### src/rtl/cfg_seq_pkg.sv
// Shared types and helpers for the column frame-strobe sequencer.
// Latency: n/a (package). Backpressure: n/a.
// Contents: FSM state enum, column/counter widths, one-hot decode of a frame index.
package cfg_seq_pkg;

  localparam int COL_W = 5;   // column ID width (up to 32 columns)
  localparam int CNT_W = 4;   // phase down-counter width (phases of 1..15 cycles)

  // One-hot decode is done at a fixed maximum width; callers truncate to their strobe width.
  localparam int ONEHOT_MAX_W = 256;
  localparam int ONEHOT_IDX_W = 8;

  typedef enum logic [1:0] {
    ST_IDLE   = 2'd0,
    ST_SETUP  = 2'd1,
    ST_STROBE = 2'd2,
    ST_HOLD   = 2'd3
  } seq_state_e;

  function automatic logic [ONEHOT_MAX_W-1:0] onehot_dec(input logic [ONEHOT_IDX_W-1:0] idx);
    logic [ONEHOT_MAX_W-1:0] v;
    v      = '0;
    v[idx] = 1'b1;
    return v;
  endfunction

endpackage

### src/rtl/strobe_onehot_reg.sv
// Registered one-hot decoder: strobe_o[idx_i] is high the cycle after en_i, all bits low otherwise.
// Latency: 1 cycle from en_i/idx_i to strobe_o. Backpressure: none (free-running register).
// Ports: clk, rst_n (sync, active low), en_i, idx_i (frame index), strobe_o (W-bit one-hot or zero).
module strobe_onehot_reg
  import cfg_seq_pkg::*;
#(
  parameter int W  = 20,
  parameter int IW = 5
) (
  input  logic          clk,
  input  logic          rst_n,
  input  logic          en_i,
  input  logic [IW-1:0] idx_i,
  output logic [W-1:0]  strobe_o
);

  logic [W-1:0] strobe_d, strobe_q;

  always_comb begin
    strobe_d = '0;
    if (en_i) strobe_d = W'(onehot_dec(ONEHOT_IDX_W'(idx_i)));
  end

  always_ff @(posedge clk) begin
    if (!rst_n) strobe_q <= '0;
    else        strobe_q <= strobe_d;
  end

  assign strobe_o = strobe_q;

endmodule

### src/rtl/frame_strobe_seq.sv
// Column configuration sequencer: accepts one frame write, drives FrameData_o, then a one-hot FrameStrobe pulse.
// Latency: accept at T -> data at T+1, strobe at T+1+SETUP_CYCLES for STROBE_CYCLES, ready at T+SETUP+STROBE+2.
// Backpressure: cfg_ready is low for the whole sequence; writes for other columns or bad frames drop in IDLE.
// Ports: UserCLK, resetn (sync, active low), cfg_valid/cfg_ready/cfg_col/cfg_frame/cfg_data (write request),
//        FrameData_o, FrameStrobe (to tile column), busy, err_frame (sticky), err_clr.
// Optional macro FRAME_STROBE_CNT_EN adds strobe_count[15:0], a saturating count of STROBE entries.
module frame_strobe_seq
  import cfg_seq_pkg::*;
#(
  parameter int MaxFramesPerCol = 20,
  parameter int FrameBitsPerRow = 32,
  parameter int COL_ID          = 0,
  parameter int SETUP_CYCLES    = 1,
  parameter int STROBE_CYCLES   = 1
) (
  input  logic                               UserCLK,
  input  logic                               resetn,
  input  logic                               cfg_valid,
  output logic                               cfg_ready,
  input  logic [COL_W-1:0]                   cfg_col,
  input  logic [$clog2(MaxFramesPerCol)-1:0] cfg_frame,
  input  logic [FrameBitsPerRow-1:0]         cfg_data,
  output logic [FrameBitsPerRow-1:0]         FrameData_o,
  output logic [MaxFramesPerCol-1:0]         FrameStrobe,
  output logic                               busy,
  output logic                               err_frame,
  input  logic                               err_clr
`ifdef FRAME_STROBE_CNT_EN
  ,
  output logic [15:0]                        strobe_count
`endif
);

  localparam int FW = $clog2(MaxFramesPerCol);
  localparam logic [31:0]      MAXF_W    = 32'(MaxFramesPerCol);
  localparam logic [CNT_W-1:0] SETUP_LD  = CNT_W'(SETUP_CYCLES - 1);
  localparam logic [CNT_W-1:0] STROBE_LD = CNT_W'(STROBE_CYCLES - 1);

  // Parameter range guards (frame count bounded by the shared one-hot decoder width).
  if (COL_ID < 0 || COL_ID > 31) begin : g_bad_col
    $error("frame_strobe_seq: COL_ID must be 0..31");
  end
  if (SETUP_CYCLES < 1 || SETUP_CYCLES > 15) begin : g_bad_setup
    $error("frame_strobe_seq: SETUP_CYCLES must be 1..15");
  end
  if (STROBE_CYCLES < 1 || STROBE_CYCLES > 15) begin : g_bad_strobe
    $error("frame_strobe_seq: STROBE_CYCLES must be 1..15");
  end
  if (MaxFramesPerCol < 2 || MaxFramesPerCol > ONEHOT_MAX_W) begin : g_bad_frames
    $error("frame_strobe_seq: MaxFramesPerCol must be 2..256");
  end
  if (FrameBitsPerRow < 1) begin : g_bad_width
    $error("frame_strobe_seq: FrameBitsPerRow must be >= 1");
  end

  seq_state_e                 state_d, state_q;
  logic [CNT_W-1:0]           cnt_d, cnt_q;
  logic [FW-1:0]              frame_d, frame_q;
  logic [FrameBitsPerRow-1:0] data_d, data_q;
  logic                       err_d, err_q;
  logic                       rdy_en_q;   // holds cfg_ready low during reset
  logic                       accept, col_hit, bad_frame, strobe_en;

  assign accept    = cfg_valid && cfg_ready;
  assign col_hit   = accept && (cfg_col == COL_W'(COL_ID));
  assign bad_frame = col_hit && ({{(32-FW){1'b0}}, cfg_frame} >= MAXF_W);

  always_comb begin
    state_d = state_q;
    cnt_d   = cnt_q;
    frame_d = frame_q;
    data_d  = data_q;
    // Set wins over clear when both happen in the same cycle.
    err_d   = err_q;
    if (err_clr)   err_d = 1'b0;
    if (bad_frame) err_d = 1'b1;

    case (state_q)
      ST_IDLE: begin
        if (col_hit && !bad_frame) begin
          frame_d = cfg_frame;
          data_d  = cfg_data;
          cnt_d   = SETUP_LD;
          state_d = ST_SETUP;
        end
      end
      ST_SETUP: begin
        if (cnt_q == '0) begin
          cnt_d   = STROBE_LD;
          state_d = ST_STROBE;
        end else begin
          cnt_d = cnt_q - 1'b1;
        end
      end
      ST_STROBE: begin
        if (cnt_q == '0) state_d = ST_HOLD;
        else             cnt_d   = cnt_q - 1'b1;
      end
      ST_HOLD:  state_d = ST_IDLE;
      default:  state_d = ST_IDLE;
    endcase
  end

  // The strobe register loads from the next state so FrameStrobe tracks STROBE exactly.
  assign strobe_en = (state_d == ST_STROBE);

  always_ff @(posedge UserCLK) begin
    if (!resetn) begin
      state_q  <= ST_IDLE;
      cnt_q    <= '0;
      frame_q  <= '0;
      data_q   <= '0;
      err_q    <= 1'b0;
      rdy_en_q <= 1'b0;
    end else begin
      state_q  <= state_d;
      cnt_q    <= cnt_d;
      frame_q  <= frame_d;
      data_q   <= data_d;
      err_q    <= err_d;
      rdy_en_q <= 1'b1;
    end
  end

  strobe_onehot_reg #(
    .W  (MaxFramesPerCol),
    .IW (FW)
  ) u_strobe (
    .clk      (UserCLK),
    .rst_n    (resetn),
    .en_i     (strobe_en),
    .idx_i    (frame_q),
    .strobe_o (FrameStrobe)
  );

  assign cfg_ready   = (state_q == ST_IDLE) && rdy_en_q;
  assign busy        = (state_q != ST_IDLE);
  assign FrameData_o = data_q;
  assign err_frame   = err_q;

`ifdef FRAME_STROBE_CNT_EN
  logic [15:0] scnt_d, scnt_q;

  always_comb begin
    scnt_d = scnt_q;
    if (state_q != ST_STROBE && state_d == ST_STROBE && scnt_q != 16'hFFFF)
      scnt_d = scnt_q + 16'd1;
    if (err_clr) scnt_d = '0;
  end

  always_ff @(posedge UserCLK) begin
    if (!resetn) scnt_q <= '0;
    else         scnt_q <= scnt_d;
  end

  assign strobe_count = scnt_q;
`endif

endmodule
### config.mk
export PLATFORM = sky130hd
export DESIGN_NAME = frame_strobe_seq
export DESIGN_NICKNAME = d
export VERILOG_FILES = /design/src/rtl/cfg_seq_pkg.sv /design/src/rtl/strobe_onehot_reg.sv /design/src/rtl/frame_strobe_seq.sv
export SDC_FILE = /design/constraint.sdc
export NUM_CORES = 1
export LEC_CHECK = 0
export ABC_CLOCK_PERIOD_IN_PS = 1800
export CAP_MARGIN = 20
export CELL_PAD_IN_SITES_DETAIL_PLACEMENT = 1
export CELL_PAD_IN_SITES_GLOBAL_PLACEMENT = 2
export CORE_ASPECT_RATIO = 1.5
export CORE_MARGIN = 4
export CORE_UTILIZATION = 21
export DETAILED_ROUTE_END_ITERATION = 12
export GPL_TIMING_DRIVEN = 0
export PLACE_DENSITY = 0.79
export SYNTH_ARGS = -nofsm -noshare
export SYNTH_HDL_FRONTEND = slang
export SYNTH_SLANG_ARGS = --single-unit
### constraint.sdc
create_clock -name UserCLK -period 1.8 [get_ports UserCLK]
set_input_delay 0.36 -clock UserCLK [delete_from_list [all_inputs] [get_ports UserCLK]]
set_output_delay 0.36 -clock UserCLK [all_outputs]
set_load 0.02 [all_outputs]
==> results of run 1 <==
==> placed cells by master, fill, tap and decap left out, types with 2 or more instances in the layout <==
cell and instances:
a21oi_1 39, dfxtp_1 61, or4_1 2, a21oi_4 2, clkdlybuf4s50_1 94, nand2_1 81, buf_4 18, inv_2 3
nor4_4 7, clkbuf_8 4, a31oi_4 3, o21ai_0 3, a211oi_1 2, or3_1 2, nor2_1 2, dlygate4sd2_1 5
nor4_1 6, ha_1 4, nor4_2 8, dfxtp_2 2, clkbuf_2 3, inv_1 3, buf_6 9, dfxtp_4 2
ha_2 2, ha_4 2, nand3b_1 2, nand2b_1 3, clkbuf_16 9, nor3_1 3, o2bb2ai_1 2, and2_1 2
clkbuf_1 6
==> kinds of logic (layout without fill, tap and decap cells) <==
logic type | Yosys count | count (layout) | share of synthesized area (%)
AND/OR/NAND/NOR | 126 | 126 | 24.8
AO/OA/AOI/OAI | 58 | 58 | 13.3
buffers and inverters | 25 | 162 | 4.22
flip-flops | 65 | 65 | 53.6
adder cells (fa/ha/maj) | 8 | 8 | 4.12
==> area by class of cell <==
| class | count | area share, % |
|---|---|---|
| Buffer | 15 | 2.75 |
| Clock buffer | 14 | 6.09 |
| Clock inverter | 2 | 0.779 |
| Inverter | 9 | 0.918 |
| Multi-Input combinational cell | 192 | 29.8 |
| Sequential cell | 65 | 29.2 |
| Tap cell | 147 | 4.09 |
| Timing Repair Buffer | 122 | 26.4 |
==> worst max path at each step <==
stage,from,to
after floorplan,state_q[1],cnt_q[1]
after global placement,cfg_col[1],FrameData_o[7]
after detailed placement,cfg_col[1],FrameData_o[14]
after CTS,cnt_q[0],u_strobe.strobe_o[6]
after global routing,cnt_q[0],u_strobe.strobe_o[17]
final,cnt_q[0],u_strobe.strobe_o[17]
==> tightest hold or removal path, cell delays in order (launching register included) <==
cell and delay (ns):
dfxtp_1 0.30, nand2_1 0.05, a21oi_1 0.05
==> synthesized netlist by cell type <==
cell type and n:
a211oi_1 2, a21o_1 1, a21oi_1 42, a31oi_1 2, a31oi_2 1, and2_1 2, and3_1 1, and4b_1 1
buf_2 7, clkbuf_1 9, clkinv_1 1, dfxtp_1 65, ha_1 8, inv_1 8, nand2_1 81, nand2b_1 3
nand3_1 1, nand3b_1 2, nor2_1 3, nor3_1 3, nor3b_1 1, nor4_1 20, nor4_4 1, o21a_1 1
o21ai_0 4, o21ai_1 1, o221ai_1 1, o22ai_1 1, o2bb2ai_1 2, or2_0 1, or3_1 2, or3b_1 1
or3b_2 1, or4_1 2
==> flip-flops by register name, indices dropped and copies added (netlist names) <==
signal and cells:
FrameData_o 32, err_frame 1, rdy_en_q 1, u_strobe.strobe_o 20, cnt_q 4, frame_q 5, state_q 2
==> power breakdown <==
part	total (mW)	internal [mW]	leakage, nW	switching, mW
clock	1.79	1.18	0.153	0.611
sequential	1.48	1.46	0.526	0.0165
combinational	0.757	0.366	0.840	0.392
==> layer usage <==
metal  part of all wire (%)  vias to the layer above
li1                       -                     1231
met1                     37                     1197
met2                     58                       43
met3                    3.4                       11
met4                    1.7                        0
met5                      0                        -
==> per-stage QoR <==
step	utilization [%]	setup slack, ns	instance area (um^2)
2_1_floorplan	-	0.000298	2430
3_3_place_gp	32.4	-0.707	3610
3_5_place_dp	32.4	-0.759	3610
4_1_cts	38.4	-0.00907	4290
5_1_grt	40.2	-0.262	4500
6_report	40.2	-0.116	4500
==> what timing repair did <==
| item | CTS | global route |
|---|---|---|
| endpoints found under the setup margin | 65 | 37 |
| buffers inserted | 7 | 11 |
| gates resized for setup | 76 | 26 |
| hold buffers | 0 | 0 |
| pin swaps | 9 | 8 |
| gates cloned | 3 | 1 |
==> impl_metrics.yaml, run 1 <==
job:
  cap_viol_max_count: 0
sta:
  whs_ns: 0.450
  fin_worst_skew_ns: 0.00746
  finalHoldViolations: 0
  relSlewSlack_pct: 62.5
  rsz0062_at_grt: "true"
  fin_crit_sh_pct: 106
  tightest_slew_ns: 0.563
  layout_setup_ws_ns: -0.116
  tns_ns: -0.395
  fmax_mhz: 522
  drv_slew: 0
  min_period_ns: 1.92
  setup_viol: 12
hold_path:
  hold-path-cell-count: 2
  hold_start: "FrameData_o[7]"
  hold_path_class: "reg2reg"
  min_to: "FrameData_o[7]"
worst_setup_path:
  crit_buf_inv: 2
  regToRegSetupSlack_ns: -0.12
  path_depth: 7
  cp_top_family: "simple AND/OR/NAND/NOR gates"
  start_kind: "flop"
  r2r_start: "cnt_q[0]"
  slowest_delay_ns: 0.41
  end_kind: "flop"
  slowest_stage: "or3b_4"
  reg2reg_to: "u_strobe.strobe_o[17]"
  rr_worst_depth: 7
  critical_path.max_fanout: 5
  cp.required_ns: 2.01
  worstPathCellList: "inv_2 -> ha_4 -> or3b_4 -> a21oi_4 -> o221ai_4 -> buf_4 -> nor4_1"
  arrival_ns: 2.13
  path_class: "reg2reg"
power:
  p_leak_nw: 1.52
  ir_drop_mv: 0.468
  p_per_area_mw_per_mm2: 896
  total_power_mw: 4.03
grt:
  busiest_layer: "met2"
  overflow: 0
  use_met3_pct: 2.97
  grtUsageMet1_pct: 13.5
  met2_usage_pct: 24.2
  grt_max_degree: 11
  grt_pass1_vias: 2571
  antenna_found_initial: 0
  grt_usage_pct: 13.0
  grt_pass1_wl_mm: 13.4
finish:
  post_layout_nonfiller_instances: 566
  num-nets-final: 468
  multi_input_area_mm2: 0.00134
  areaGrowthSynthToFinish_pct: 85.1
  regArea_mm2: 0.00131
  drive_gt1_share_pct: 22.0
  num_antenna_cells: 0
  fill_cells: 1291
status:
  failed_checks: "negative setup slack"
  status: "finished, violations left"
routing:
  vias_per_cell: 4.39
  drc: 0
  wl_per_cell_um: 15.8
  num_vias: 2482
  drtAntennaViolNets: 0
  firstDrtPassIters: 4
  drtIter0Drc: 91
  wl_mm: 8.92
clock_network:
  cts.sinks: 65
  cts-buffers-inserted: 9
  cts_tree: "built"
  root_buffer: "clkbuf_16"
  ctsHtreeMaxLevel: 3
  clock_latency_ns: 0.33
  path_clk_slew_ns: 0.05
  cts_buffer_depth: 2
die:
  start_util_pct: 21.7
  core_area_mm2: 0.0112
  ios: 101
  die_w_um: 95.8
  rows: 47
  die_y_um: 140
  die_area_mm2: 0.0134
synth:
  synth_top_area_share_pct: 53.6
  synth.area.top_cells: "dfxtp_1 54%, nand2_1 13%, a21oi_1 8.7%"
  synth_area_leader_cell: "dfxtp_1"
  synth_cells: 282
  ys_seq_area_share_pct: 53.6
  yosysWarnings: 0
  ys_types: 34
  syn_nets: 336
  ys_ff_latch: 65
  syn_area_mm2: 0.00243
  avgSynthCellArea_um2: 8.62
place:
  place_inst: 529
  gp_congestion: 0.693
  dpl.hpwl_mm: 6.12
  io_buffers: 100
No activity file was read; power rests on OpenSTA's default activity.
==> inputs of run 2 (changes only) <==
--- a/config.mk
+++ b/config.mk
@@ -10,7 +10,7 @@
 export CELL_PAD_IN_SITES_DETAIL_PLACEMENT = 1
 export CELL_PAD_IN_SITES_GLOBAL_PLACEMENT = 2
 export CORE_ASPECT_RATIO = 1.5
-export CORE_MARGIN = 4
+export CORE_MARGIN = 10
 export CORE_UTILIZATION = 21
 export DETAILED_ROUTE_END_ITERATION = 12
 export GPL_TIMING_DRIVEN = 0
==> run 2 against run 1 <==
Against the previous run:
- the run still ends with negative setup slack left
- clock power decreased by 2%
- via count decreased by 0.32%
- cell area increased by 0.95%
- first-iteration DRC count decreased by 38%
- worst setup slack improved by 0.044 ns
- combinational power decreased by 3.4%
- die area increased by 22%
- clock skew decreased by 0.0028 ns
- highest routed layer unchanged
==> impl_metrics.yaml, run 2 (synthesis gave the netlist of run 1 again) <==
sta:
  fmax_mhz: 534
  min_period_ns: 1.87
  relSlewSlack_pct: 54.6
  layout_setup_ws_ns: -0.0727
  drv_slew: 0
  rsz0062_at_grt: "true"
  setup_viol: 15
  fin_crit_sh_pct: 104
  whs_ns: 0.453
  tightest_slew_ns: 0.680
  finalHoldViolations: 0
  fin_worst_skew_ns: 0.00463
clock_network:
  cts_buffer_depth: 2
  cts-buffers-inserted: 9
  ctsHtreeMaxLevel: 3
  cts.sinks: 65
  clock_latency_ns: 0.33
  cts_tree: "built"
  root_buffer: "clkbuf_16"
  path_clk_slew_ns: 0.06
finish:
  largest_reg_flops: 32
  fill_cells: 1297
  final_util_pct: 39.8
  num_antenna_cells: 0
  drive_gt1_share_pct: 20.7
  final_cell_mix: "97 x clkdlybuf4s50_1, 81 x nand2_1, 61 x dfxtp_1"
  areaGrowthSynthToFinish_pct: 86.8
  num-nets-final: 460
  layout_commonest_cell: "clkdlybuf4s50_1"
power:
  p_leak_nw: 1.48
  p_seq_share_pct: 37.4
  p_sw_share_pct: 28.1
  p_clk_share_pct: 44.2
  p_int_mw: 2.86
  ir_drop_mv: 0.596
  p_switching_mw: 1.11
  pwr-share-comb_pct: 18.4
  p_per_area_mw_per_mm2: 874
routing:
  top_layer_used: "met4"
  drt-met1-wl_mm: 3.47
  dr_wl_met2_mm: 4.89
  wl_per_cell_um: 16.7
  firstDrtPassIters: 4
  drtAntennaViolNets: 0
  num_vias: 2474
  wl_met3_um: 837
  drc: 0
  vias_per_cell: 4.42
  drtIter0Drc: 56
  wl_mm: 9.33
die:
  die_y_um: 152
  die_w_um: 108
  ios: 101
  die_area_mm2: 0.0164
  start_util_pct: 21.3
  rows: 48
  core_area_mm2: 0.0114
place:
  gp_congestion: 0.766
  io_buffers: 100
  dpl.hpwl_mm: 6.59
worst_setup_path:
  cp.required_ns: 2.03
  slowest_stage: "or3b_4"
  critical_path.max_fanout: 5
  crit_buf_inv: 2
  arrival_ns: 2.11
  worstPathCellList: "inv_2 -> ha_4 -> or3b_4 -> a21oi_4 -> o221ai_4 -> buf_6 -> nor4_2"
  start_kind: "flop"
  path_class: "reg2reg"
  cp_top_family: "simple AND/OR/NAND/NOR gates"
  slowest_delay_ns: 0.41
  end_kind: "flop"
job:
  cap_viol_max_count: 0
status:
  status: "finished, violations left"
  failed_checks: "negative setup slack"
grt:
  overflow: 0
  grt_pass1_vias: 2742
  grt_max_degree: 13
  grt_usage_pct: 11.1
  grt_pass1_wl_mm: 14.2
  antenna_found_initial: 0
hold_path:
  hold_path_class: "reg2reg"
run 2: changes by cell type in the layout (fill, tap and decap cells not counted), moves of 4 or more:
cell	previous run	this run
nor4_2	8	2
dlygate4sd2_1	5	0
nor4_1	6	2
buf_4	18	10
buf_6	9	13
nor4_4	7	17
clkbuf_8	4	0
run 2: what timing repair did:
action                     CTS  global route
buffers inserted             6             5
hold endpoints to repair     0             0
setup endpoints to repair   65            55
cloned                       2             1
hold buffers                 0             0
resized for setup           64            53
pin swaps                    8            22
run 2: metal layers:
metal  global-route usage (%)  up-vias
met5                        0        -
met4                     3.55        0
met3                     5.72       11
met2                     19.8       79
met1                     10.9     1171
li1                         -     1213
run 2: area by class of cell:
class                           instances  area (um^2)  share of cell area (%)
Multi-Input combinational cell        192         1420                    31.3
Sequential cell                        65         1310                    28.9
Timing Repair Buffer                  114         1140                    25.1
Clock buffer                            9          225                    4.96
Tap cell                              150          188                    4.13
Buffer                                 15          144                    3.17
Clock inverter                          6         67.6                    1.49
Inverter                                9         43.8                   0.965
run 2: stage by stage:
step | std cells | worst slack (ns) | setup TNS [ns] | power, mW | area, um^2
after global placement | 532 | -0.679 | -34.49 | 1.93 | 3620
after floorplan | 282 | 0.000298 | 0 | 1.72 | 2430
after CTS | 554 | -0.0139 | -0.0139 | 3.88 | 4220
after detailed placement | 532 | -0.724 | -37.05 | 1.94 | 3620
final | 560 | -0.0727 | -0.297 | 3.97 | 4540
after global routing | 560 | -0.137 | -1.53 | 4.16 | 4540
run 2: power groups by stage:
stage	clock network [mW]	registers (mW)	logic (mW)
floorplan	0	1.51	0.211
global placement	0	1.50	0.427
detailed placement	0	1.50	0.439
CTS	1.79	1.48	0.612
global route	1.89	1.49	0.785
finish	1.75	1.48	0.731
run 2: path summary, 6_finish.rpt:
check	from	end	slack (ns)	depth (start not counted)
max	cnt_q[1]	u_strobe.strobe_o[4]	-0.07	7
max reg2reg	cnt_q[1]	u_strobe.strobe_o[4]	-0.07	7
min reg2reg	FrameData_o[9]	FrameData_o[9]	0.45	2
min	FrameData_o[9]	FrameData_o[9]	0.45	2
run 2: tightest hold or removal path: cells and delay by family (launching register included):
| family | cells | cell delay (ns) |
|---|---|---|
| compound gates | 1 | 0.05 |
| flops | 1 | 0.30 |
| simple gates | 1 | 0.05 |
